**src/rtl/pocket_pkg.sv**
```systemverilog
// pocket_pkg: shared state type, key indices and defaults for the pocket LED board sequencer
package pocket_pkg;
  typedef enum logic [1:0] {MENU, LAUNCH, RUN, EXIT} state_t;
  localparam int KEY_SEL = 0;
  localparam int KEY_NEXT = 1;
  localparam int KEY_PREV = 2;
  localparam int KEY_ABORT = 8;
  localparam int N_APP_DEFAULT = 8;
endpackage

```
**src/rtl/key_debounce.sv**
```systemverilog
// key_debounce: 2-flop synchronizer, stable-count debouncer and registered rise pulse
module key_debounce #(
  parameter int DEB_CYCLES = 50000,
  parameter int DEB_W = 16
) (
  input  logic clk,
  input  logic rst_n,
  input  logic raw,
  output logic pulse
);
  logic [1:0] sync;
  logic level, level_q;
  logic [DEB_W-1:0] cnt;
  always_ff @(posedge clk)
    if (!rst_n) begin
      sync <= '0;
      level <= 1'b0;
      level_q <= 1'b0;
      cnt <= '0;
      pulse <= 1'b0;
    end else begin
      sync <= {sync[0], raw};
      level_q <= level;
      pulse <= level & ~level_q;
      if (sync[1] == level) cnt <= '0;
      else if (cnt == DEB_W'(DEB_CYCLES - 1)) begin
        level <= sync[1];
        cnt <= '0;
      end else cnt <= cnt + 1'b1;
    end
endmodule

```
**src/rtl/menu_sequencer.sv**
```systemverilog
// menu_sequencer: browses a cursor over sub-applications and runs the selected one via active-low one-hot enable
module menu_sequencer
  import pocket_pkg::*;
#(
  parameter int N_APP = N_APP_DEFAULT,
  parameter int DEB_CYCLES = 50000,
  parameter int DEB_W = 16
) (
  input  logic                     clk,
  input  logic                     rst_n,
  input  logic [8:0]               keys,
  input  logic [N_APP-1:0]         en_back,
  output logic [N_APP-1:0]         en_sub,
  output logic [$clog2(N_APP)-1:0] cursor,
  output logic                     in_menu
);
  localparam int CW = $clog2(N_APP);
  state_t state, state_n;
  logic [CW-1:0] active, active_n, cursor_n;
  logic [N_APP-1:0] en_q;
  logic [3:0] raw, p;
  logic done;
  logic unused_keys;
  assign unused_keys = ^keys[7:3];
  assign raw = {keys[KEY_ABORT], keys[KEY_PREV], keys[KEY_NEXT], keys[KEY_SEL]};
  for (genvar i = 0; i < 4; i++) begin : g_key
    key_debounce #(.DEB_CYCLES(DEB_CYCLES), .DEB_W(DEB_W)) u_deb (
      .clk(clk), .rst_n(rst_n), .raw(raw[i]), .pulse(p[i])
    );
  end
  always_comb begin
    done = p[3] | (en_back[active] & ~en_q[active]);
    state_n = state == MENU ? (p[0] ? LAUNCH : MENU) :
              state == LAUNCH ? RUN :
              state == RUN ? (done ? EXIT : RUN) : MENU;
    active_n = (state == MENU && p[0]) ? cursor : active;
    cursor_n = (state != MENU || p[0] || p[1] == p[2]) ? cursor :
               p[1] ? cursor + 1'b1 : cursor - 1'b1;
  end
  // en_q samples every cycle, so a done level already high at LAUNCH never looks like a new edge
  always_ff @(posedge clk)
    if (!rst_n) begin
      state <= MENU;
      active <= '0;
      cursor <= '0;
      en_q <= '0;
      en_sub <= '1;
      in_menu <= 1'b1;
    end else begin
      state <= state_n;
      active <= active_n;
      cursor <= cursor_n;
      en_q <= en_back;
      en_sub <= state_n == RUN ? ~(N_APP'(1) << active_n) : '1;
      in_menu <= state_n == MENU;
    end
endmodule

```
**config.mk**
```make
export PLATFORM = sky130hd
export DESIGN_NAME = menu_sequencer
export DESIGN_NICKNAME = d
export VERILOG_FILES = /design/src/rtl/pocket_pkg.sv /design/src/rtl/key_debounce.sv /design/src/rtl/menu_sequencer.sv
export SDC_FILE = /design/constraint.sdc
export NUM_CORES = 1
export LEC_CHECK = 0
export ABC_AREA = 1
export BUFFER_PORTS_ARGS = -buffer_cell sky130_fd_sc_hd__buf_4
export CORE_MARGIN = 1.5
export CORE_UTILIZATION = 35
export DETAILED_ROUTE_END_ITERATION = 7
export GPL_TIMING_DRIVEN = 0
export HOLD_SLACK_MARGIN = 0.12
export PLACE_DENSITY = 0.61
export REMOVE_ABC_BUFFERS = 1
export SYNTH_ARGS = -nofsm -noshare
export SYNTH_HDL_FRONTEND = slang
export SYNTH_SLANG_ARGS = --single-unit
```
**constraint.sdc**
```tcl
create_clock -name clk -period 2.53 [get_ports clk]
set_clock_uncertainty 0.2 [all_clocks]
set_input_delay 0.506 -clock clk [delete_from_list [all_inputs] [get_ports clk]]
set_output_delay 0.506 -clock clk [all_outputs]
set_load 0.02 [all_outputs]
```
## After elaboration in Yosys (flattened, before gate mapping)

Cells that the tools add are included.

| operators by class | value |
|---|---|
| divide/modulo/power cells | 0 |
| equality and inequality tests | 12 |
| reductions and logical operators | 15 |
| magnitude comparators | 1 |
| add/sub/neg operators | 6 |
| muxes and demuxes | 11 |
| bitwise gates (word level) | 17 |
| shift-type cells | 1 |
| multipliers | 0 |

Operator list:

| kind | number |
|---|---|
| adder 16 x 1 -> 16 bit, second input constant | 4 |
| == test 16 bit, second input constant | 4 |
| OR reduction 3 bit | 4 |
| NOT 1 bit | 10 |
| AND reduction 2 bit | 5 |
| NOT 8 bit | 1 |
| left shift 1 x 3 -> 8 bit, first input constant | 1 |
| binary-select mux 1 bit (select 3 bit) | 2 |
| 2-to-1 mux 2 bit | 3 |
| 2-to-1 mux 3 bit | 2 |
| AND 1 bit | 5 |
| == test 1 bit | 5 |
| == test 2 bit, second input constant | 2 |
| logical NOT 2 bit | 2 |
| less-than comparator 3 x 4 -> 1 bit, second input constant | 1 |
| 2-to-1 mux 1 bit | 4 |
| adder 3 x 1 -> 3 bit, second input constant | 1 |
| subtractor 3 x 1 -> 3 bit, second input constant | 1 |
| == test 2 x 1 -> 1 bit, second input constant | 1 |
| logical OR 1 bit | 2 |
| nonzero test 2 bit | 1 |
| logical AND 1 bit | 1 |
| bitwise OR 1 bit | 1 |

| storage, ports and cells | value |
|---|---|
| bits in latches | 0 |
| memory bits (writable) | 0 |
| output and inout bits | 12 |
| register bits after elaboration | 109 |
| bits in read-only memories | 0 |
| memories kept | 0 |
| word-level logic and storage cells | 89 |

## Depth between registers and ports, before layout

| logic depth | value |
|---|---|
| depth after elaboration | 11 |
| gate-level depth with buffers | 11 |
| mapped depth without buffers | 11 |

## By module

From an unflattened synthesis, not the netlist that was laid out.

| unflattened totals | value |
|---|---|
| cells, all modules | 702 |
| area, all modules | 5,142.4 µm² |

By module, submodules not included:

| module | instances | area each (µm²) | cells an instance |
|---|---|---|---|
| key_debounce | 4 | 1,022.2 | 143 |
| menu_sequencer | 1 | 1,053.5 | 130 |

## Worst setup path after synthesis

Ideal clock, no wire load.

| timing | value |
|---|---|
| path kind | register -> register |
| start | reg cursor[0] |
| end | reg cursor[2] |
| setup time | 0.113 ns |
| arrival time | 1.424 ns |
| period minus slack after synthesis | 1.737 ns |
| stages on the path, launching flop included | 7 |
| slack | 0.793 ns |
| cell sequence | dfxtp_1 -> fa_1 -> or2_2 -> a21oi_1 -> nand2_1 -> nand2_1 -> nor2_1 |

| between the ends | value |
|---|---|
| word-level cells in the longest chain between the ends | 2 |
| elaborated cells on any way between the ends | 3 |
| those cells by class | 2 x add/sub; 1 x mux |

RTL lines:

| item | line | RTL |
|---|---|---|
| start: declaration | menu_sequencer.sv:14 | `output logic [$clog2(N_APP)-1:0] cursor,` |
| start signal: assignment | menu_sequencer.sv:52 | `cursor <= cursor_n;` |
| subtractor 3 x 1 -> 3 bit / adder 3 x 1 -> 3 bit (equally long branches) | menu_sequencer.sv:38 | `p[1] ? cursor + 1'b1 : cursor - 1'b1;` |
| 2-to-1 mux 3 bit (*) | menu_sequencer.sv:38 |  |

Mark *: on every way between the ends. The rest lies on a longest branch, timed or not.
A chain may end at the register's enable or synchronous reset.

## Worst setup path after layout

| timing | value |
|---|---|
| start | reg state[1] |
| end | reg en_sub[1] |

| between the ends | value |
|---|---|
| word-level cells in the longest chain between the ends | 6 |
| elaborated cells on any way between the ends | 12 |
| those cells by class | 3 x eq/ne; 1 x shift; 4 x mux; 1 x bitwise; 3 x reduce/logical |

RTL lines:

| item | line | RTL |
|---|---|---|
| start: declaration | menu_sequencer.sv:18 | `state_t state, state_n;` |
| start signal: assignment | menu_sequencer.sv:50 | `state <= state_n;` |
| == test 2 bit | menu_sequencer.sv:35 | `state == RUN ? (done ? EXIT : RUN) : MENU;` |
| 2-to-1 mux 2 bit | menu_sequencer.sv:35 |  |
| 2-to-1 mux 2 bit | menu_sequencer.sv:34 | `state == LAUNCH ? RUN :` |
| 2-to-1 mux 2 bit | menu_sequencer.sv:33 | `state_n = state == MENU ? (p[0] ? LAUNCH : MENU) :` |
| == test 2 bit | menu_sequencer.sv:54 | `en_sub <= state_n == RUN ? ~(N_APP'(1) << active_n) : '1;` |
| AND reduction 2 bit (no line) | n/a |  |
| end signal: assignment | menu_sequencer.sv:54 |  |
| end: declaration | menu_sequencer.sv:13 | `output logic [N_APP-1:0] en_sub,` |

Parallel ways exist; a longest one is shown, timed or not.

==> summary.txt <==
Yosys
  – Synth top cells by count: nand2_1, dfxtp_1, inv_1, nor2_1, nand3_1
  – Top FF cell, synth: dfxtp_1
  – Synth area leaders: dfxtp_1, nand2_1, inv_1
  – Post-synthesis cell type count: 36
  – Syn Area/Cell: 7.46 µm²
  – Top-area cell type share of the netlist area: 0.466
  – Netlist Area Pre-Place: 4690 µm²
  – Yosys reg bits: 109
  – Async S/R FF share, synth: 0
  – Post-synth EDFFs: 0
  – Area leader, netlist: dfxtp_1
  – Gate Count Post-Synth: 628
  – Most numerous cell in the Yosys netlist: nand2_1
  – Ys Warns: 0
  – Post-synthesis sequential area ratio: 0.466

Route
  – Via count: 3857
  – Final ANT Viol Nets: 0
  – Via density: 4.61
  – DRT Pass-1 Iters: 4
  – Wirelength per Cell: 10.2 µm
  – Initial DRC Count: 176
  – # DRC: 0
  – Total routed wirelength: 8570 µm

Finish
  – Fin util: 0.405
  – Nets: 683
  – Non-Filler Instances: 837
  – # diodes: 0
  – Layout fillers: 1389
  – Share of cells above drive strength 1: 0.0893
  – Footprint of the multi-input gates: 2060 µm²
  – Area Growth Syn to Fin: 13.4%
  – Design Area, Final: 5320 µm²
  – Register Area: 2180 µm²

Die
  – Core ar.: 13100 µm²
  – Die ar.: 14100 µm²
  – Die Span Y: 119 µm
  – Initial core utilization: 0.357
  – Top-level I/O count: 31
  – Die width: 119 µm
  – Row cnt: 42

Power and ir drop
  – Comb pwr share: 0.019
  – Final Power: 3.11 mW
  – Static Leak: 2.07 nW
  – P per Cell Area: 585 nW/µm²
  – Sequential fraction of design power: 0.558
  – Clock power share: 0.423
  – Maximum vdd drop: 0.317 mV
  – Sw Ratio: 0.211
  – P_int: 2.45 mW
  – NetSw: 0.657 mW

STA
  – Slew Viols, Final: 0
  – Peak Freq: 472 MHz
  – Fin. Hold Viols: 0
  – Worst hold margin: 0.143 ns
  – Slew Limit Headroom: 0.649
  – Slew @ Worst Pin: 0.526 ns
  – Final worst-path setup slack: 0.412 ns
  – Tmin final: 2.12 ns
  – Period utilization: 0.837
  – Final setup vio count: 0
  – Setup tns final: 0 ns
  – Unrepaired setup endpoints after global routing: false

Place
  – GPL Wtd Cong: 0.827
  – Dpl ws: 0.428 ns
  – Post-Place Cells: 821
  – Placed Area: 5040 µm²
  – PortBufs: 25
  – Dpl hpwl: 6310 µm

Clocking
  – Number of gates resized after CTS: 0
  – Worst-path clk slew: 0.07 ns
  – Worst skew pair latency: 0.34 ns
  – Clock Tree Buf Depth: 2
  – Clock Tree Root: clkbuf_16
  – Max H-tree Level: 3
  – Num CTS Buffers: 9
  – Setup bufs post-CTS: 0
  – Clk sinks: 109
  – CTS hold repair buffers: 0
  – TritonCTS clock tree: done

Critical path
  – Crit path kind: reg2reg
  – Endpoint type of the worst setup path: register
  – Reg-to-reg setup timing slack: 0.41 ns
  – Worst setup SP type: register
  – Worst EP required: 2.53 ns
  – Arrival time of the worst setup path: 2.12 ns
  – Reg2reg start: state[1]
  – R2R cell count: 7
  – FF-to-FF End: en_sub[1]
  – Worst Path Max Fanout: 16

Hold path
  – Hold EP: g_key[3].u_deb.sync[0]
  – HP Start: keys[8]
  – Worst Hold Class: in2reg
  – Hold Path Stages: 3

Job
  – Max Cap Viol: 0

GRT
  – Total gr overflow: 0
  – Initial antenna violation count: 0
  – Vias in the first global route: 3607
  – Total GRT Usage: 0.129
  – First-pass GRT wire length: 15100 µm
  – Largest net degree at the start of global routing: 33

Status
  – Status: finished, final reports clean
## critical path: stages, from the launching register on
cell and delay (ns):
dfxtp_1 0.32, inv_1 0.08, ha_1 0.21, nand2_1 0.31, o21ai_0 0.51, nand2_1 0.13
nor2_1 0.11, nand4_1 0.11
## flip-flops by register name (all words and copies together), names as in the netlist
register	count
active	3
cursor	3
en_q	8
en_sub	8
g_key.u_deb.cnt	64
g_key.u_deb.level	4
g_key.u_deb.level_q	4
g_key.u_deb.pulse	4
g_key.u_deb.sync	8
in_menu	1
state	2
## power by group through the flow
stage / Clock [mW] / Combinational [mW] / Sequential [mW]
after global placement: 0 / 0.0583 / 1.77
after global routing: 1.43 / 0.0673 / 1.74
after floorplan: 0 / 0.0274 / 1.77
after CTS: 1.36 / 0.0593 / 1.73
after detailed placement: 0 / 0.0591 / 1.77
final: 1.31 / 0.0580 / 1.73
## cell families (layout without fill, tap and decap cells)
kind of cell,after synthesis,count (layout),share of synthesized area
buf+inv,111,144,0.0948
simple gates,333,333,0.333
fa+ha+maj,8,8,0.0230
flops,109,109,0.466
xor+xnor,13,13,0.0243
compound gates,54,54,0.0595
## cell usage in the layout, fill, tap and decap left out, types with 3 or more instances in the layout
cell type and instances:
inv_1 102, or2_0 5, nor3b_1 6, nor3_1 27, nand3b_1 7, nor2_1 92, xor2_1 11, nand3_1 37
nand2_1 111, ha_1 7, or2_2 4, dfxtp_1 109, o21ai_0 15, nand3_2 3, clkbuf_16 9, a21oi_1 35
nand4_1 23, nor4_1 4, nand2_2 5, buf_4 25
## area by class of cell
cell class | count | share of cell area
Clock inverter | 5 | 0.00659
Inverter | 103 | 0.0727
Tap cell | 176 | 0.0414
Multi-Input combinational cell | 408 | 0.388
Sequential cell | 109 | 0.411
Timing Repair Buffer | 25 | 0.0353
Clock buffer | 11 | 0.0457
## worst max-delay path by stage
| stage | from | endpoint | slack (ns) | depth (start not counted) |
|---|---|---|---|---|
| floorplan | state[0] | en_sub[0] | 0.76 | 8 |
| global placement | state[0] | en_sub[1] | 0.49 | 7 |
| detailed placement | state[1] | en_sub[5] | 0.43 | 7 |
| CTS | state[1] | en_sub[5] | 0.41 | 7 |
| global route | state[1] | en_sub[1] | 0.15 | 7 |
| finish | state[1] | en_sub[1] | 0.41 | 7 |
## per-layer routing
metal	part of all wire	GRT usage	up-vias
li1	-	-	2050
met1	0.48	0.154	1733
met2	0.46	0.219	61
met3	0.032	0.0275	13
met4	0.023	0.0625	0
met5	0	0	-
No activity file was read; power rests on OpenSTA's default activity.
